### config.mk
export PLATFORM = sky130hd
export DESIGN_NAME = huffman_symbol_sequencer
export DESIGN_NICKNAME = d
export VERILOG_FILES = /design/src/rtl/huffman_symbol_sequencer.sv
export SDC_FILE = /design/constraint.sdc
export NUM_CORES = 1
export LEC_CHECK = 0
export ABC_AREA = 1
export ABC_CLOCK_PERIOD_IN_PS = 20100
export CORE_MARGIN = 3
export CORE_UTILIZATION = 55
export DETAILED_ROUTE_END_ITERATION = 8
export PLACE_DENSITY = 0.89
export SETUP_SLACK_MARGIN = 0.15
export SYNTH_ARGS = -nofsm -noshare
export SYNTH_HDL_FRONTEND = slang
export SYNTH_SLANG_ARGS = --single-unit
### constraint.sdc
create_clock -name clock -period 20.1 [get_ports clock]
set_clock_uncertainty 0.15 [all_clocks]
set_input_delay 6.03 -clock clock [delete_from_list [all_inputs] [get_ports clock]]
set_output_delay 6.03 -clock clock [all_outputs]
set_load 0.005 [all_outputs]
### src/rtl/huffman_symbol_sequencer.sv
// Turns zigzag-ordered quantised blocks into a stream of DC-difference and
// (run, size, amplitude) AC symbols for a downstream Huffman table stage.
module huffman_symbol_sequencer #(
    parameter int unsigned COEF_W   = 8,
    parameter int unsigned NUM_COMP = 3
) (
    input  logic                  clock,
    input  logic                  reset,
    input  logic                  blk_valid,
    output logic                  blk_ready,
    input  logic [64*COEF_W-1:0]  blk_coefs,
    input  logic [1:0]            blk_comp,
    input  logic                  restart,
    output logic                  out_valid,
    input  logic                  out_ready,
    output logic                  out_is_dc,
    output logic [3:0]            out_run,
    output logic [4:0]            out_size,
    output logic [COEF_W:0]       out_amp,
    output logic [1:0]            out_comp,
    output logic                  out_last,
    output logic                  busy,
    output logic                  comp_err
);

    localparam int unsigned DW       = COEF_W + 1;
    localparam int unsigned NUM_COEF = 64;

    typedef enum logic [1:0] {IDLE, DC, SCAN, DONE} state_t;

    // Bit length of |v|; v never reaches the most negative DW-bit value.
    function automatic logic [4:0] size_of(input logic [DW-1:0] v);
        logic [DW-1:0] mag;
        size_of = '0;
        mag = v[DW-1] ? DW'(~v + 1'b1) : v;
        for (int i = 0; i < int'(DW); i++) begin
            if (mag[i]) size_of = 5'(i + 1);
        end
    endfunction

    // Negative values are sent as (v-1) truncated to size bits.
    function automatic logic [DW-1:0] amp_of(input logic [DW-1:0] v, input logic [4:0] size);
        logic [DW-1:0] base;
        logic [DW-1:0] mask;
        base   = v[DW-1] ? DW'(v - 1'b1) : v;
        mask   = ~({DW{1'b1}} << size);
        amp_of = base & mask;
    endfunction

    state_t            state_q, state_d;
    logic [5:0]        idx_q, idx_d;
    logic [3:0]        run_q, run_d;
    logic [5:0]        last_nz_q, last_nz_c;
    logic [COEF_W-1:0] coef_q [NUM_COEF];
    logic [COEF_W-1:0] pred_q [4];

    logic              accept_c, comp_ok_c, slot_free_c, ld_c, clr_c;
    logic [1:0]        pidx_c;
    logic [COEF_W-1:0] pred_sel_c, dc_c, cur_c;
    logic [DW-1:0]     val_c, val_amp_c, sym_amp_c;
    logic [4:0]        val_size_c, sym_size_c;
    logic [3:0]        sym_run_c;
    logic              sym_dc_c, sym_last_c;

    assign accept_c    = (state_q == IDLE) && blk_valid;
    assign comp_ok_c   = 32'(blk_comp) < NUM_COMP;
    assign pidx_c      = comp_ok_c ? blk_comp : 2'd0;
    assign pred_sel_c  = restart ? '0 : pred_q[pidx_c];
    assign dc_c        = blk_coefs[COEF_W-1:0];
    assign cur_c       = coef_q[idx_q];
    assign slot_free_c = !out_valid || out_ready;

    // One shared size/amplitude datapath: DC difference in IDLE, current AC otherwise.
    assign val_c      = (state_q == IDLE)
                      ? DW'({dc_c[COEF_W-1], dc_c} - {pred_sel_c[COEF_W-1], pred_sel_c})
                      : {cur_c[COEF_W-1], cur_c};
    assign val_size_c = size_of(val_c);
    assign val_amp_c  = amp_of(val_c, val_size_c);

    always_comb begin
        last_nz_c = '0;
        for (int k = 1; k < int'(NUM_COEF); k++) begin
            if (blk_coefs[k*COEF_W +: COEF_W] != '0) last_nz_c = 6'(k);
        end
    end

    always_comb begin
        state_d    = state_q;
        idx_d      = idx_q;
        run_d      = run_q;
        ld_c       = 1'b0;
        clr_c      = 1'b0;
        sym_dc_c   = 1'b0;
        sym_run_c  = '0;
        sym_size_c = '0;
        sym_amp_c  = '0;
        sym_last_c = 1'b0;
        case (state_q)
            IDLE: begin
                if (accept_c) begin
                    ld_c       = 1'b1;
                    sym_dc_c   = 1'b1;
                    sym_size_c = val_size_c;
                    sym_amp_c  = val_amp_c;
                    state_d    = DC;
                end
            end
            DC: begin
                if (slot_free_c) begin
                    if (last_nz_q == '0) begin
                        ld_c       = 1'b1;
                        sym_last_c = 1'b1;
                        state_d    = DONE;
                    end else begin
                        clr_c   = 1'b1;
                        idx_d   = 6'd1;
                        run_d   = '0;
                        state_d = SCAN;
                    end
                end
            end
            SCAN: begin
                if (slot_free_c) begin
                    if (idx_q > last_nz_q) begin
                        ld_c       = 1'b1;
                        sym_last_c = 1'b1;
                        state_d    = DONE;
                    end else if (cur_c == '0) begin
                        idx_d = 6'(idx_q + 1'b1);
                        if (run_q != 4'd15) begin
                            clr_c = 1'b1;
                            run_d = 4'(run_q + 1'b1);
                        end else begin
                            ld_c      = 1'b1;
                            sym_run_c = 4'd15;
                            run_d     = '0;
                        end
                    end else begin
                        ld_c       = 1'b1;
                        sym_run_c  = run_q;
                        sym_size_c = val_size_c;
                        sym_amp_c  = val_amp_c;
                        sym_last_c = (idx_q == 6'd63);
                        run_d      = '0;
                        idx_d      = 6'(idx_q + 1'b1);
                        if (idx_q == 6'd63) state_d = DONE;
                    end
                end
            end
            DONE: begin
                if (out_valid && out_ready) begin
                    clr_c   = 1'b1;
                    state_d = IDLE;
                end
            end
            default: state_d = IDLE;
        endcase
    end

    always_ff @(posedge clock) begin
        if (reset) begin
            state_q <= IDLE;
            idx_q   <= '0;
            run_q   <= '0;
        end else begin
            state_q <= state_d;
            idx_q   <= idx_d;
            run_q   <= run_d;
        end
    end

    // Coefficient store carries no state meaningful across reset.
    always_ff @(posedge clock) begin
        if (accept_c) begin
            for (int k = 0; k < int'(NUM_COEF); k++) begin
                coef_q[k] <= blk_coefs[k*COEF_W +: COEF_W];
            end
        end
    end

    always_ff @(posedge clock) begin
        if (reset) begin
            last_nz_q <= '0;
            out_valid <= 1'b0;
            out_is_dc <= 1'b0;
            out_run   <= '0;
            out_size  <= '0;
            out_amp   <= '0;
            out_comp  <= '0;
            out_last  <= 1'b0;
            blk_ready <= 1'b1;
            busy      <= 1'b0;
            comp_err  <= 1'b0;
            for (int c = 0; c < 4; c++) pred_q[c] <= '0;
        end else begin
            blk_ready <= (state_d == IDLE);
            busy      <= (state_d != IDLE);
            if (ld_c) begin
                out_valid <= 1'b1;
                out_is_dc <= sym_dc_c;
                out_run   <= sym_run_c;
                out_size  <= sym_size_c;
                out_amp   <= sym_amp_c;
                out_last  <= sym_last_c;
            end else if (clr_c) begin
                out_valid <= 1'b0;
            end
            // Restart clears first so a coinciding acceptance still records its DC.
            if ((state_q == IDLE) && restart) begin
                for (int c = 0; c < 4; c++) pred_q[c] <= '0;
                comp_err <= 1'b0;
            end
            if (accept_c) begin
                last_nz_q <= last_nz_c;
                out_comp  <= blk_comp;
                if (comp_ok_c) pred_q[blk_comp] <= dc_c;
                else           comp_err <= 1'b1;
            end
        end
    end

endmodule

== After elaboration in Yosys (flattened, before gate mapping) ==
Memories as Yosys holds them, arrays and structs flattened. A register that Yosys moved wholly into a read port is not among the register bits.
Cells that the tools add are included.

* Bits in writable memories: 544
* Logic and storage cells: 271
* Memories kept: 2
* Register bits after elaboration: 44
* Input port bits: 519

{| class="wikitable"
|+ Memories
! memory !! depth !! bits a word !! rd ports !! clocked after memory_dff !! wr ports !! RTL line !! text
|-
| coef_q || 64 || 8 || 1 || 1 || 64 || 54 || <nowiki>logic [COEF_W-1:0] coef_q [NUM_COEF];</nowiki>
|-
| pred_q || 4 || 8 || 1 || 0 || 5 || 55 || <nowiki>logic [COEF_W-1:0] pred_q [4];</nowiki>
|}

* Shift-type cells: 1
* Add/sub/neg operators: 5
* Bitwise operators: 7
* Multiplexer cells: 155
* Eq/ne operators: 9
* Reduce and logical (&&, ||, !) cells: 76
* $lt $le $gt $ge: 2

{| class="wikitable"
|+ Operator list
! cell !! count
|-
| nonzero test 8 bit || 63
|-
| two-way mux 6 bit || 68
|-
| two-way mux 9 bit || 7
|-
| two-way mux 5 bit || 12
|-
| two-way mux 4 bit || 11
|-
| two-way mux 8 bit || 5
|-
| two-way mux 1 bit || 36
|-
| NOT 9 bit || 2
|-
| case mux 9 bit (2 select lines) || 1
|-
| two-way mux 2 bit || 8
|-
| case mux 6 bit (2 select lines) || 1
|-
| case mux 5 bit (2 select lines) || 1
|-
| adder 9 x 1 -> 9 bit, second input constant || 1
|-
| AND 9 bit || 1
|-
| << shifter 9 x 5 -> 9 bit, first input constant || 1
|-
| subtractor 8 x 8 -> 9 bit || 1
|-
| subtractor 9 x 1 -> 9 bit, second input constant || 1
|-
| zero test 8 bit || 1
|-
| inequality test 2 bit, second input constant || 4
|-
| case mux 2 bit (4 select lines) || 1
|-
| case mux 4 bit (2 select lines) || 1
|-
| adder 6 x 1 -> 6 bit, second input constant || 1
|-
| == test 6 bit, second input constant || 1
|-
| greater-than comparator 6 bit || 1
|-
| 15 further kinds || 25
|}

== Depth between registers and ports, before layout ==
* Word-level depth: 64
* Gate-level depth with buffers: 62
* Depth with buffers taken out: 62

== Worst setup path before layout ==
Ideal clock, no wire load.

* Path type: input to register
* Start point: in blk_valid
* End point: reg last_nz_q[1]
* Library setup time: 0.092 ns
* Stages on the path: 4
* Buffers on the path: 0
* Setup slack: 7.388 ns
* Arrival: 12.470 ns
* Cells stage by stage: nand2_1 > inv_2 > o21ai_0 > a31oi_1

* Word-level cells in the longest chain between the ends: 1

{| class="wikitable"
|+ RTL lines
! item !! RTL line !! text
|-
| start, declared || 9 || <nowiki>input logic blk_valid,</nowiki>
|-
| logical AND 1 bit || 65 || <nowiki>assign accept_c = (state_q == IDLE) && blk_valid;</nowiki>
|-
| via accept_c || 57 || <nowiki>logic accept_c, comp_ok_c, slot_free_c, ld_c, clr_c;</nowiki>
|-
| end signal, assigned || 214 || <nowiki>last_nz_q <= last_nz_c;</nowiki>
|-
| end, declared || 53 || <nowiki>logic [5:0] last_nz_q, last_nz_c;</nowiki>
|}

The timed path passes the listed nets, and every way through them passes these cells.
A chain may end at the register's enable or synchronous reset.

== Final worst setup path ==
* Start point: in blk_comp[0]
* End point: reg out_amp[0]

* Word-level cells in the longest chain between the ends: 25

{| class="wikitable"
|+ RTL lines
! item !! RTL line !! text
|-
| start, declared || 12 || <nowiki>input logic [1:0] blk_comp,</nowiki>
|-
| less-than comparator 2 bit || 66 || <nowiki>assign comp_ok_c = 32'(blk_comp) < NUM_COMP;</nowiki>
|-
| two-way mux 2 bit (*) || 67 || <nowiki>assign pidx_c = comp_ok_c ? blk_comp : 2'd0;</nowiki>
|-
| memory read (4 x 8 bit) (*) || -- ||
|-
| two-way mux 8 bit (*) || 68 || <nowiki>assign pred_sel_c = restart ? '0 : pred_q[pidx_c];</nowiki>
|-
| subtractor 8 x 8 -> 9 bit (*) || 75 || <nowiki>? DW'({dc_c[COEF_W-1], dc_c} - {pred_sel_c[COEF_W-1], pred_sel_c})</nowiki>
|-
| two-way mux 9 bit (*) || 75 ||
|-
| NOT 9 bit || 35 || <nowiki>mag = v[DW-1] ? DW'(~v + 1'b1) : v;</nowiki>
|-
| adder 9 x 1 -> 9 bit || 35 ||
|-
| [... 2 more ...] || -- ||
|-
| two-way mux 5 bit (8 in series) || 37 || <nowiki>if (mag[i]) size_of = 5'(i + 1);</nowiki>
|-
| << shifter 9 x 5 -> 9 bit || 46 || <nowiki>mask = ~({DW{1'b1}} << size);</nowiki>
|-
| NOT 9 bit || 46 ||
|-
| AND 9 bit (*) || 47 || <nowiki>amp_of = base & mask;</nowiki>
|-
| two-way mux 9 bit || 128 || <nowiki>end else if (cur_c == '0) begin</nowiki>
|-
| two-way mux 9 bit || 124 || <nowiki>if (idx_q > last_nz_q) begin</nowiki>
|-
| two-way mux 9 bit || 123 || <nowiki>if (slot_free_c) begin</nowiki>
|-
| case mux 9 bit (2 select lines) (*) || 98 || <nowiki>case (state_q)</nowiki>
|-
| end signal, assigned || 203 || <nowiki>out_amp <= sym_amp_c;</nowiki>
|-
| end, declared || 19 || <nowiki>output logic [COEF_W:0] out_amp,</nowiki>
|}

Every way passes the cells marked *; elsewhere a longest branch is shown, timed or not.

==> run summary <==
Hold_sp - out_amp[8]
Worst-skew pair later-pin latency - 0.63 ns
Vias per cell - 6.306
All-Layer GR Usage - 35.52%
Req. time, crit path - 20.48 ns
Synth Flop Type - edfxtp_1
Worst min path class - register to register
Vias - 22,355
Sequential fraction of the synthesis area - 66.24%
First-pass GRT wire length - 133.2 mm
Initial DRC count - 3,175
DP HPWL - 66.50 mm
Final hold vios - 0
Syn avg cell area - 10.81 µm²
Worst R2R Path Depth - 21
Clock slew at reported path FFs - 0.06 ns
# DRC - 0
Crit-path most repeated cell - nand2_1
Final setup violation count - 0
Netlist cell types - 53
Routed WL per cell - 25.89 µm
Pre-Repair DR Iteration Count - 6
Die extent in y - 222.5 µm
Initial Util - 56.20%
Slew Viols, Final - 0
Hold Path Cell Cnt - 2
Share of post-route cells with drive strength above 1 - 4.702%
Mapped Cells - 2,385
Static leakage - 12.00 nW
Resized Gates After CTS - 0
Longest Clk Path Bufs - 3
Die Wd - 222.5 µm
Initial antenna violation count - 18
CORE AREA - 45,870 µm²
Worst Setup Start Kind - input port
R2R Path End - out_amp[4]
Inserted Clock Buffers - 60
Worst-Margin Slew - 1.186 ns
Crit path DAT - 10.86 ns
Routability Congestion - 0.9915
CTS tree - built
Outcome - finished clean
CP Class - input port to register
Fin Setup TNS - 0 ns
I/O pin cnt - 545
Crit path from - blk_comp[0]
Min Tclk post-route - 10.48 ns
Rows - 78
Syn Nets - 2,926
#FFs+latches synth - 585
Htree depth - 2
Pwr/cell area - 94.26 nW/µm²
Number of synthesized flops with an enable pin - 536
NumNets Final - 3,426
Cell Area, Synth - 25,780 µm²
Setup bufs post-CTS - 0
Max-cap violations - 0
Critical path's slowest cell - clkdlybuf4s50_1
RSZ-0062 raised after global routing - no
Synth Warn # - 0
Synth-to-Final Area Change - 31.21%
Final ANT Viol Nets - 0
Vias in the first global route - 21,664
Clk sinks - 585
Max incr delay on CP - 0.53 ns
Port bufs - 543
Post-synthesis async set-or-reset flop share - 0%
Hold Path End - out_amp[8]
Reg2reg setup slack - 14.07 ns
Die area - 49,510 µm²
Largest net degree at the start of global routing - 210
Routed wire length - 91.77 mm
Final period util - 52.12%
Post-route design area - 33,830 µm²
Core Util, Final - 73.75%
Fillers - 2,951
Peak supply drop - 0.08923 mV
Clock Tree Root - clkbuf_16
GR Overflow Total - 0
Crit. End Element - register
Maximum fanout along the worst path - 10
Hold-fix buffers, CTS - 0
Relative slew slack - 20.92%
Placed cell area - 31,600 µm²
FMAX - 0.09546 GHz
## flip-flops by register name (all words and copies together), names as in the netlist, 2 cells and up, named ones only
name       cells
coef_q       512
idx_q          6
last_nz_q      6
out_amp        9
out_comp       2
out_run        4
out_size       4
pred_q        24
run_q          4
state_q        2
## report_power, final
group / switching, mW / total [mW] / internal, mW
Clock: 0.484 / 1.24 / 0.757
Combinational: 0.283 / 0.459 / 0.176
Sequential: 0.0382 / 1.49 / 1.45
## cells in the mapped netlist (2+ instances only)
| cell type | n | area (µm²) |
|---|---|---|
| a211oi_1 | 6 | 45.04 |
| a21boi_0 | 2 | 15.01 |
| a21oi_1 | 37 | 185.2 |
| a221oi_1 | 3 | 26.28 |
| a22oi_1 | 2 | 15.01 |
| a31oi_1 | 6 | 37.54 |
| buf_2 | 23 | 115.1 |
| buf_6 | 4 | 45.04 |
| clkbuf_1 | 92 | 345.3 |
| dfxtp_1 | 49 | 980.9 |
| edfxtp_1 | 536 | 16100 |
| ha_1 | 21 | 262.8 |
| inv_1 | 121 | 454.2 |
| inv_2 | 6 | 22.52 |
| nand2_1 | 280 | 1051 |
| nand3_1 | 35 | 175.2 |
| nand3b_1 | 2 | 15.01 |
| nand4_1 | 8 | 50.05 |
| nor2_1 | 454 | 1704 |
| nor2_2 | 2 | 12.51 |
| nor2_4 | 2 | 22.52 |
| nor3_1 | 10 | 50.05 |
| nor3b_1 | 3 | 22.52 |
| nor4_1 | 115 | 719.4 |
| o2111ai_1 | 2 | 17.52 |
| o211a_1 | 2 | 20.02 |
| o211ai_1 | 17 | 127.6 |
| o21ai_0 | 286 | 1431 |
| o21ai_1 | 58 | 290.3 |
| o21bai_1 | 4 | 30.03 |
| o221ai_1 | 20 | 175.2 |
| o22ai_1 | 134 | 838.3 |
| o31ai_1 | 6 | 45.04 |
| o32ai_1 | 5 | 43.79 |
| or4_1 | 2 | 15.01 |
| xnor2_1 | 4 | 35.03 |
| xor2_1 | 10 | 87.58 |
## worst max-delay path: cells and delay by family
family          cells  cell delay [ns]
compound gates      7             1.35
buf+inv             5             1.08
simple gates        9             1.35
xor+xnor            2             0.39
fa+ha+maj           2             0.65
## layout by cell type (no fill, tap or decap), types with 21 or more instances in the layout
cell type | Yosys | layout
ha_1 | 21 | 21
nand2_1 | 280 | 280
edfxtp_1 | 536 | 536
o21ai_1 | 58 | 58
o21ai_0 | 286 | 286
clkbuf_16 | 0 | 62
a21oi_1 | 37 | 37
inv_1 | 121 | 120
o22ai_1 | 134 | 134
nand3_1 | 35 | 35
nor4_1 | 115 | 115
dfxtp_1 | 49 | 45
nor2_1 | 454 | 454
clkdlybuf4s50_1 | 0 | 543
## worst max path at each step
stage	to	slack, ns	cells past startpoint
detailed placement	out_amp[4]	9.14	27
CTS	out_amp[4]	9.79	27
global placement	out_amp[0]	9.34	26
global route	out_amp[0]	9.15	26
finish	out_amp[0]	9.62	25
floorplan	last_nz_q[1]	7.39	4
## logic make-up (layout without fill, tap and decap cells)
| logic type | Yosys count | count (layout) | share of synthesized area (%) |
|---|---|---|---|
| flops | 585 | 585 | 66.24 |
| compound gates | 595 | 595 | 13.14 |
| xor+xnor | 15 | 15 | 0.5387 |
| fa+ha+maj | 22 | 22 | 1.097 |
| other cells | 1 | 11 | 0.01455 |
| buf+inv | 249 | 799 | 3.931 |
| simple gates | 918 | 918 | 15.04 |
## layout make-up
type | count | area (µm²) | share of cell area [%]
multi-input cells | 1551 | 7690 | 22.73
inverters | 129 | 511.7 | 1.513
well taps | 600 | 750.7 | 2.219
repair buffers | 558 | 5560 | 16.44
diodes | 10 | 25.02 | 0.07398
clock inverters | 40 | 573.1 | 1.694
clock buffers | 72 | 1629 | 4.816
flip-flops and latches | 585 | 17090 | 50.51
## metrics by stage
| step | setup slack (ns) | power, mW | std cells | hold WS [ns] |
|---|---|---|---|---|
| after floorplan | 7.388 | 1.736 | 2385 | 0.2844 |
| after global placement | 9.341 | 1.939 | 3423 | 0.2785 |
| after detailed placement | 9.141 | 1.953 | 3423 | 0.2804 |
| after CTS | 9.789 | 3.176 | 3535 | 0.2900 |
| after global routing | 9.149 | 3.271 | 3542 | 0.3196 |
| final | 9.624 | 3.188 | 3545 | 0.2943 |
## routing by layer
layer  global-route usage [%]  up-vias  wire length [µm]
li1                         -     9726                 -
met5                        0        -                62
met4                    16.37       10              4911
met2                    57.63     1723             43020
met1                    45.22    10577             32610
met3                    9.010      319             11180
Power figures use the tool's default switching activity.
